--- config.mk ---
export PLATFORM = sky130hd
export DESIGN_NAME = time_set_controller
export DESIGN_NICKNAME = d
export VERILOG_FILES = /design/src/rtl/time_clock_pkg.sv /design/src/rtl/button_debouncer.sv /design/src/rtl/time_set_controller.sv
export SDC_FILE = /design/constraint.sdc
export NUM_CORES = 1
export LEC_CHECK = 0
export BUFFER_PORTS_ARGS = -buffer_cell sky130_fd_sc_hd__buf_2
export CAP_MARGIN = 20
export CELL_PAD_IN_SITES_DETAIL_PLACEMENT = 1
export CELL_PAD_IN_SITES_GLOBAL_PLACEMENT = 1
export CORE_ASPECT_RATIO = 1.75
export CORE_UTILIZATION = 44
export CTS_BUF_LIST = sky130_fd_sc_hd__clkbuf_4
export CTS_CLUSTER_DIAMETER = 50
export DETAILED_ROUTE_END_ITERATION = 8
export PLACE_DENSITY = 0.88
export SYNTH_ARGS = -nofsm -noshare
export SYNTH_HDL_FRONTEND = slang
export SYNTH_SLANG_ARGS = --single-unit
--- constraint.sdc ---
create_clock -name i_clk -period 1.9 [get_ports i_clk]
set_input_delay 0.38 -clock i_clk [delete_from_list [all_inputs] [get_ports i_clk]]
set_output_delay 0.38 -clock i_clk [all_outputs]
set_load 0.02 [all_outputs]
--- src/rtl/time_clock_pkg.sv ---
// time_clock_pkg: constants and helpers shared by the time-setting front end.
//   - field encodings reported on o_field
//   - range limits for the hour and minute/second fields
//   - edit FSM state encoding
//   - wrap-around increment/decrement helpers for the edit registers
package time_clock_pkg;

   localparam logic [1:0] FIELD_NONE = 2'd0;
   localparam logic [1:0] FIELD_HOUR = 2'd1;
   localparam logic [1:0] FIELD_MIN  = 2'd2;
   localparam logic [1:0] FIELD_SEC  = 2'd3;

   localparam logic [6:0] HOUR_MAX   = 7'd23;
   localparam logic [6:0] MINSEC_MAX = 7'd59;

   localparam logic [2:0] ST_IDLE     = 3'd0;
   localparam logic [2:0] ST_SET_HOUR = 3'd1;
   localparam logic [2:0] ST_SET_MIN  = 3'd2;
   localparam logic [2:0] ST_SET_SEC  = 3'd3;
   localparam logic [2:0] ST_COMMIT   = 3'd4;

   // Increment with wrap. Anything at or above the limit (including
   // out-of-range captured values) lands on 0.
   function automatic logic [6:0] wrap_inc(input logic [6:0] value,
                                           input logic [6:0] max_value);
      logic [6:0] result;
      if (value >= max_value) begin
         result = 7'd0;
      end else begin
         result = value + 7'd1;
      end
      return result;
   endfunction

   // Decrement with wrap. 0 goes to the limit; out-of-range values clamp to 0.
   function automatic logic [6:0] wrap_dec(input logic [6:0] value,
                                           input logic [6:0] max_value);
      logic [6:0] result;
      if (value == 7'd0) begin
         result = max_value;
      end else if (value > max_value) begin
         result = 7'd0;
      end else begin
         result = value - 7'd1;
      end
      return result;
   endfunction

   // Field shown on the display for a given FSM state.
   function automatic logic [1:0] field_of_state(input logic [2:0] state);
      logic [1:0] result;
      case (state)
         ST_SET_HOUR: result = FIELD_HOUR;
         ST_SET_MIN:  result = FIELD_MIN;
         ST_SET_SEC:  result = FIELD_SEC;
         default:     result = FIELD_NONE;
      endcase
      return result;
   endfunction

endpackage

--- src/rtl/button_debouncer.sv ---
// button_debouncer: 2-flop synchroniser, stability counter and press pulse.
//   clk    : system clock
//   rst_n  : asynchronous active-low reset
//   btn    : raw button level, asynchronous to clk
//   pulse  : one-cycle strobe after the debounced level rises
// The debounced level follows the synchronised level only after the two have
// disagreed for DEBOUNCE_CYCLES consecutive cycles; any bounce restarts the
// count. Raw edge to pulse is DEBOUNCE_CYCLES+3 cycles.
module button_debouncer #(
   parameter int DEBOUNCE_CYCLES = 1_000_000
) (
   input  logic clk,
   input  logic rst_n,
   input  logic btn,
   output logic pulse
);

   localparam int CNT_W = (DEBOUNCE_CYCLES > 1) ? $clog2(DEBOUNCE_CYCLES) : 1;
   localparam logic [CNT_W-1:0] CNT_LAST = CNT_W'(DEBOUNCE_CYCLES - 1);
   localparam logic [CNT_W-1:0] CNT_ONE  = CNT_W'(1);

   logic             sync1;
   logic             sync2;
   logic             level;
   logic             level_d;
   logic [CNT_W-1:0] cnt;

   // Bring the raw button into the clock domain.
   always_ff @(posedge clk or negedge rst_n) begin
      if (!rst_n) begin
         sync1 <= 1'b0;
         sync2 <= 1'b0;
      end else begin
         sync1 <= btn;
         sync2 <= sync1;
      end
   end

   // Count consecutive cycles of disagreement; commit the new level on the last one.
   always_ff @(posedge clk or negedge rst_n) begin
      if (!rst_n) begin
         cnt   <= {CNT_W{1'b0}};
         level <= 1'b0;
      end else if (sync2 == level) begin
         cnt   <= {CNT_W{1'b0}};
      end else if (cnt == CNT_LAST) begin
         cnt   <= {CNT_W{1'b0}};
         level <= sync2;
      end else begin
         cnt   <= cnt + CNT_ONE;
      end
   end

   // Registered rising-edge detect of the debounced level.
   always_ff @(posedge clk or negedge rst_n) begin
      if (!rst_n) begin
         level_d <= 1'b0;
         pulse   <= 1'b0;
      end else begin
         level_d <= level;
         pulse   <= level & ~level_d;
      end
   end

endmodule

--- src/rtl/time_set_controller.sv ---
// time_set_controller: button-driven edit front end for the time clock.
//   i_clk, i_reset                  : clock, asynchronous active-low reset
//   i_btn_mode/i_btn_up/i_btn_down  : raw push buttons (active-high)
//   i_hour/i_min/i_sec              : current time, captured on entry to editing
//   o_set_active, o_field           : editing flag and selected field
//   o_hour/o_min/o_sec              : edit values (held after commit)
//   o_load                          : one-cycle load strobe to the time counter
//   o_blink                         : 1 = show selected field, 0 = blank it
module time_set_controller
   import time_clock_pkg::*;
#(
   parameter int DEBOUNCE_CYCLES = 1_000_000,
   parameter int BLINK_CYCLES    = 25_000_000
) (
   input  logic       i_clk,
   input  logic       i_reset,
   input  logic       i_btn_mode,
   input  logic       i_btn_up,
   input  logic       i_btn_down,
   input  logic [6:0] i_hour,
   input  logic [6:0] i_min,
   input  logic [6:0] i_sec,
   output logic       o_set_active,
   output logic [1:0] o_field,
   output logic [6:0] o_hour,
   output logic [6:0] o_min,
   output logic [6:0] o_sec,
   output logic       o_load,
   output logic       o_blink
);

   localparam int BLK_W = (BLINK_CYCLES > 1) ? $clog2(BLINK_CYCLES) : 1;
   localparam logic [BLK_W-1:0] BLK_LAST = BLK_W'(BLINK_CYCLES - 1);
   localparam logic [BLK_W-1:0] BLK_ONE  = BLK_W'(1);

   logic             mode_pulse;
   logic             up_pulse;
   logic             down_pulse;
   logic [2:0]       state;
   logic [2:0]       next_state;
   logic             in_set;
   logic             edit_evt;
   logic [6:0]       hour;
   logic [6:0]       min;
   logic [6:0]       sec;
   logic [1:0]       field;
   logic             set_active;
   logic             load;
   logic             blink;
   logic [BLK_W-1:0] blink_cnt;

   button_debouncer #(.DEBOUNCE_CYCLES(DEBOUNCE_CYCLES)) u_mode (
      .clk(i_clk), .rst_n(i_reset), .btn(i_btn_mode), .pulse(mode_pulse));
   button_debouncer #(.DEBOUNCE_CYCLES(DEBOUNCE_CYCLES)) u_up (
      .clk(i_clk), .rst_n(i_reset), .btn(i_btn_up), .pulse(up_pulse));
   button_debouncer #(.DEBOUNCE_CYCLES(DEBOUNCE_CYCLES)) u_down (
      .clk(i_clk), .rst_n(i_reset), .btn(i_btn_down), .pulse(down_pulse));

   assign in_set = (state == ST_SET_HOUR) || (state == ST_SET_MIN) || (state == ST_SET_SEC);
   // Mode takes priority over up/down; up and down together cancel.
   assign edit_evt = in_set & ~mode_pulse & (up_pulse ^ down_pulse);

   // Next-state decode of the edit FSM.
   always_comb begin
      next_state = state;
      case (state)
         ST_IDLE: begin
            if (mode_pulse) next_state = ST_SET_HOUR;
            else            next_state = ST_IDLE;
         end
         ST_SET_HOUR: begin
            if (mode_pulse) next_state = ST_SET_MIN;
            else            next_state = ST_SET_HOUR;
         end
         ST_SET_MIN: begin
            if (mode_pulse) next_state = ST_SET_SEC;
            else            next_state = ST_SET_MIN;
         end
         ST_SET_SEC: begin
            if (mode_pulse) next_state = ST_COMMIT;
            else            next_state = ST_SET_SEC;
         end
         ST_COMMIT: next_state = ST_IDLE;
         default:   next_state = ST_IDLE;
      endcase
   end

   // State plus the registered outputs derived from the next state.
   always_ff @(posedge i_clk or negedge i_reset) begin
      if (!i_reset) begin
         state      <= ST_IDLE;
         field      <= FIELD_NONE;
         set_active <= 1'b0;
         load       <= 1'b0;
      end else begin
         state      <= next_state;
         field      <= field_of_state(next_state);
         set_active <= (field_of_state(next_state) != FIELD_NONE);
         load       <= (next_state == ST_COMMIT);
      end
   end

   // Edit registers: capture on entry, wrap-edit the selected field.
   always_ff @(posedge i_clk or negedge i_reset) begin
      if (!i_reset) begin
         hour <= 7'd0;
         min  <= 7'd0;
         sec  <= 7'd0;
      end else if ((state == ST_IDLE) && mode_pulse) begin
         hour <= i_hour;
         min  <= i_min;
         sec  <= i_sec;
      end else if (edit_evt) begin
         case (state)
            ST_SET_HOUR: hour <= up_pulse ? wrap_inc(hour, HOUR_MAX)   : wrap_dec(hour, HOUR_MAX);
            ST_SET_MIN:  min  <= up_pulse ? wrap_inc(min, MINSEC_MAX)  : wrap_dec(min, MINSEC_MAX);
            ST_SET_SEC:  sec  <= up_pulse ? wrap_inc(sec, MINSEC_MAX)  : wrap_dec(sec, MINSEC_MAX);
            default: begin
               hour <= hour;
            end
         endcase
      end else begin
         hour <= hour;
      end
   end

   // Blink phase: restart shown on state change or an edit; steady on outside SET.
   always_ff @(posedge i_clk or negedge i_reset) begin
      if (!i_reset) begin
         blink_cnt <= {BLK_W{1'b0}};
         blink     <= 1'b1;
      end else if ((field_of_state(next_state) == FIELD_NONE) ||
                   (next_state != state) || edit_evt) begin
         blink_cnt <= {BLK_W{1'b0}};
         blink     <= 1'b1;
      end else if (blink_cnt == BLK_LAST) begin
         blink_cnt <= {BLK_W{1'b0}};
         blink     <= ~blink;
      end else begin
         blink_cnt <= blink_cnt + BLK_ONE;
      end
   end

   assign o_set_active = set_active;
   assign o_field      = field;
   assign o_hour       = hour;
   assign o_min        = min;
   assign o_sec        = sec;
   assign o_load       = load;
   assign o_blink      = blink;

endmodule

==> qor.csv <==
stage,metric,value,unit
timing,fin_crit_sh,1.18,
worst_setup_path,path_cells,buf_6 -> nand2b_4 -> o41ai_4 -> buf_4 -> nand2_4 -> o211ai_1 -> a21oi_1,
timing,setup_viol,12,
worst_setup_path,cp-endpoint,o_sec[4],
timing,relSlewSlack,0.612,
cts,clkSlewWorstSetupHoldPaths,0.15,ns
power_and_ir_drop,power_frac_comb,0.043,
floorplan,ios,52,
cts,cts_max_level,4,
worst_setup_path,slowest_stage,dfrtp_1,
power_and_ir_drop,switching_share,0.246,
worst_hold_path,hold_start,i_sec[6],
drt,routed_wl,24800,µm
placement,portBuffers,51,
timing,maxSlewViolCount,0,
grt,grt_pass1_vias,7052,
floorplan,fp.dieH,171,µm
logic_synthesis,avgSynthCellArea,9.48,µm²
floorplan,coreArea,16000,µm²
grt,grt-busiest-layer,met2,
worst_setup_path,crit_fanout,5,
power_and_ir_drop,p_leak,3.84,nW
drt,detail-route-antenna-nets,0,
logic_synthesis,synth_edf_count,0,
power_and_ir_drop,power.density,547,nW/µm²
worst_setup_path,r2r-end,o_sec[4],
grt,met2_usage,0.506,
placement,gp_congestion,0.915,
worst_setup_path,endpoint_kind,flip-flop,
power_and_ir_drop,ir_drop,318,µV
drt,viasPerCell,6.22,
logic_synthesis,yosysWarnings,0,
grt,grt_usage,0.258,
grt,use_met1,0.244,
drt,drcViolationCount,9,
final_layout,final_util,0.556,
final_layout,final_nets,942,
logic_synthesis,synth_fp_nets,796,
floorplan,die-area,16800,µm²
logic_synthesis,yosysUniqueCellTypes,76,
worst_setup_path,cp-startpoint,state[2],
timing,rsz0062_at_grt,true,
logic_synthesis,synth-main-ff-cell,dfrtp_1,
worst_hold_path,hold_path_class,in2reg,
logic_synthesis,ys_ff_latch,129,
timing,setup-tns-final,-1.86,ns
grt,grt_pass1_wl,34000,µm
cts,clock-sinks,129,
floorplan,die_x,98.5,µm
timing,clock.fmax,447,MHz
grt,grt_use_met3,0.0400,
final_layout,final_cells,1105,
worst_setup_path,reg2reg_from,state[2],
timing,whs,0.0585,ns
worst_setup_path,crit_family,compound AO/OA/AOI/OAI gates,
power_and_ir_drop,p_clk_frac,0.381,
final_layout,fill_cells,1838,
timing,finClkSkew,0.0461,ns
floorplan,fp-row-count,61,
grt,grt_max_degree,50,
cts,clk_latency,0.58,ns
drt,drtIter0Drc,364,
power_and_ir_drop,power.internal,0.00366,W
run_status,violations,"design-rule violations, negative setup slack",
logic_synthesis,seq_area_frac_synth,0.450,
worst_setup_path,rr_worst_depth,7,
power_and_ir_drop,p_switching,0.00119,W
logic_synthesis,async_reset_ff_frac,1.00,
timing,fin_ws,-0.338,ns
placement,placed_cells,1052,
run_status,outcome,"complete, but fails checks",
worst_setup_path,critPathKind,reg2reg,
timing,worstMarginPinSlew,0.574,ns
cts,cts_made_buffers,17,
worst_setup_path,cp.depth,7,
logic_synthesis,syn-instance-count,757,
worst_setup_path,worstPathRequired,2.30,ns
final_layout,drive_above_1_share,0.277,
drt,dr_total_vias,6878,
drt,firstDrtPassIters,7,
drt,routedWlPerCell,22.4,µm
floorplan,start_util,0.450,
cts,root_buffer,clkbuf_4,
worst_setup_path,max_stage_delay,0.47,ns
worst_setup_path,arrival,2.64,ns
power_and_ir_drop,pwr-share-seq,0.576,
worst_setup_path,r2r_slack,-0.34,ns
cts,cts_tree,yes,
run,maxCapViolations,0,
worst_setup_path,start_kind,flip-flop,
grt,grt_antenna_before_repair,2,
worst_hold_path,hold_depth,3,
final_layout,area_growth,23.6,%
worst_setup_path,worst-path-buf-inv,2,
placement,hpwl,15100,µm
timing,fin_crit,2.24,ns
placement,pre_cts_slack,-0.0346,ns
logic_synthesis,syn_area,7170,µm²
cts,clk_path_buf_depth,2,
grt,gr-total-overflow,0,
timing,hold_violations,0,
==> layout make-up <==
cell class,instances,area [µm²],area share
repair buffers,165,1210,0.136
multi-input cells,567,3850,0.434
clock buffers,21,158,0.0178
inverters,23,86.3,0.00973
clock inverters,10,93.8,0.0106
flip-flops and latches,129,3240,0.365
well taps,189,236,0.0267
diodes,1,2.50,0.000282
==> through the flow <==
stage	cell area [µm²]	power (W)
2_1_floorplan	7180	0.00290
3_3_place_gp	8210	0.00303
3_5_place_dp	8210	0.00304
4_1_cts	8610	0.00484
5_1_grt	8870	0.00498
6_report	8870	0.00485
==> timing repair <==
action	CTS	global route
buffers inserted	6	11
hold buffers	4	0
pin swaps	11	24
gates resized for setup	14	48
gates cloned	0	0
setup endpoints to repair	13	73
endpoints found under the hold margin	47	0
==> tightest hold or removal path: stages <==
cell	delay, ns
buf_2	0.11
nand2_1	0.05
a31oi_1	0.07
==> kinds of logic (layout without fill, tap and decap cells) <==
| logic type | Yosys count | in the layout | share of synthesized area |
|---|---|---|---|
| other | 0 | 1 | 0 |
| DFF | 129 | 129 | 0.450 |
| adders and majority gates | 13 | 13 | 0.0227 |
| muxes | 5 | 5 | 0.00750 |
| buffers and inverters | 61 | 219 | 0.0450 |
| and+or+nand+nor | 357 | 357 | 0.255 |
| AOI/OAI and AO/OA | 104 | 104 | 0.112 |
| xor gates and xnor gates | 88 | 88 | 0.107 |
==> state kept, by name, indices dropped and copies added (netlist names), 2 cells and up <==
register / count
state: 3
u_up.cnt: 20
u_mode.cnt: 20
o_sec: 7
o_min: 7
o_hour: 7
o_field: 2
blink_cnt: 25
u_down.cnt: 20
==> synthesized netlist by cell type (8+ instances only) <==
cell type  number  area, µm²
nand3_1        39        195
nand4_1        24        150
dfrtp_1       128       3200
xor2_1         41        359
ha_1           13        163
nor2_1        127        477
nor4_1         18        113
o21ai_0        17       85.1
xnor2_1        47        412
buf_2           9       45.0
nand2b_1        9       56.3
clkbuf_1       14       52.6
buf_4           8       60.1
nor3_1         17       85.1
a21oi_1        13       65.1
inv_1          23       86.3
nand2_1        49        184
o22ai_1        12       75.1
and4_1          8       70.1
and3_1         19        119
==> cells in the final DEF, fill, tap and decap left out, types with 6 or more instances in the layout <==
cell type,instances
and4_1,8
nor3_1,17
and3_1,19
inv_1,21
xnor2_1,46
nor4_1,9
o21ai_0,8
buf_4,100
nor2_1,126
clkbuf_4,21
nand4_1,24
o211ai_1,7
nor4_2,10
buf_6,6
xor2_1,40
nand2b_1,8
nand2_1,49
o22ai_1,11
o21ai_1,9
buf_2,50
nand3_1,39
ha_1,8
a21oi_1,11
dfrtp_1,123
or4_1,6
==> worst min path at each step <==
stage | slack [ns] | endpoint
after detailed placement | 0.34 | u_mode.sync2
after global routing | 0.04 | o_hour[3]
final | 0.06 | o_sec[6]
after CTS | 0.07 | o_min[2]
after global placement | 0.34 | u_down.sync2
after floorplan | 0.08 | blink_cnt[0]
==> layer usage <==
metal | wire, µm | vias up
li1 | - | 2982
met1 | 8270 | 3410
met4 | 1910 | 2
met2 | 13400 | 329
met5 | 13 | -
met3 | 1240 | 155
==> power groups by stage <==
stage / logic, W / clock network (W) / registers [W]
3_3_place_gp: 0.000192 / 0 / 0.00284
5_1_grt: 0.000232 / 0.00195 / 0.00280
4_1_cts: 0.000205 / 0.00185 / 0.00279
6_report: 0.000210 / 0.00184 / 0.00279
3_5_place_dp: 0.000197 / 0 / 0.00284
2_1_floorplan: 0.0000575 / 0 / 0.00284
No activity file was read; power rests on OpenSTA's default activity.
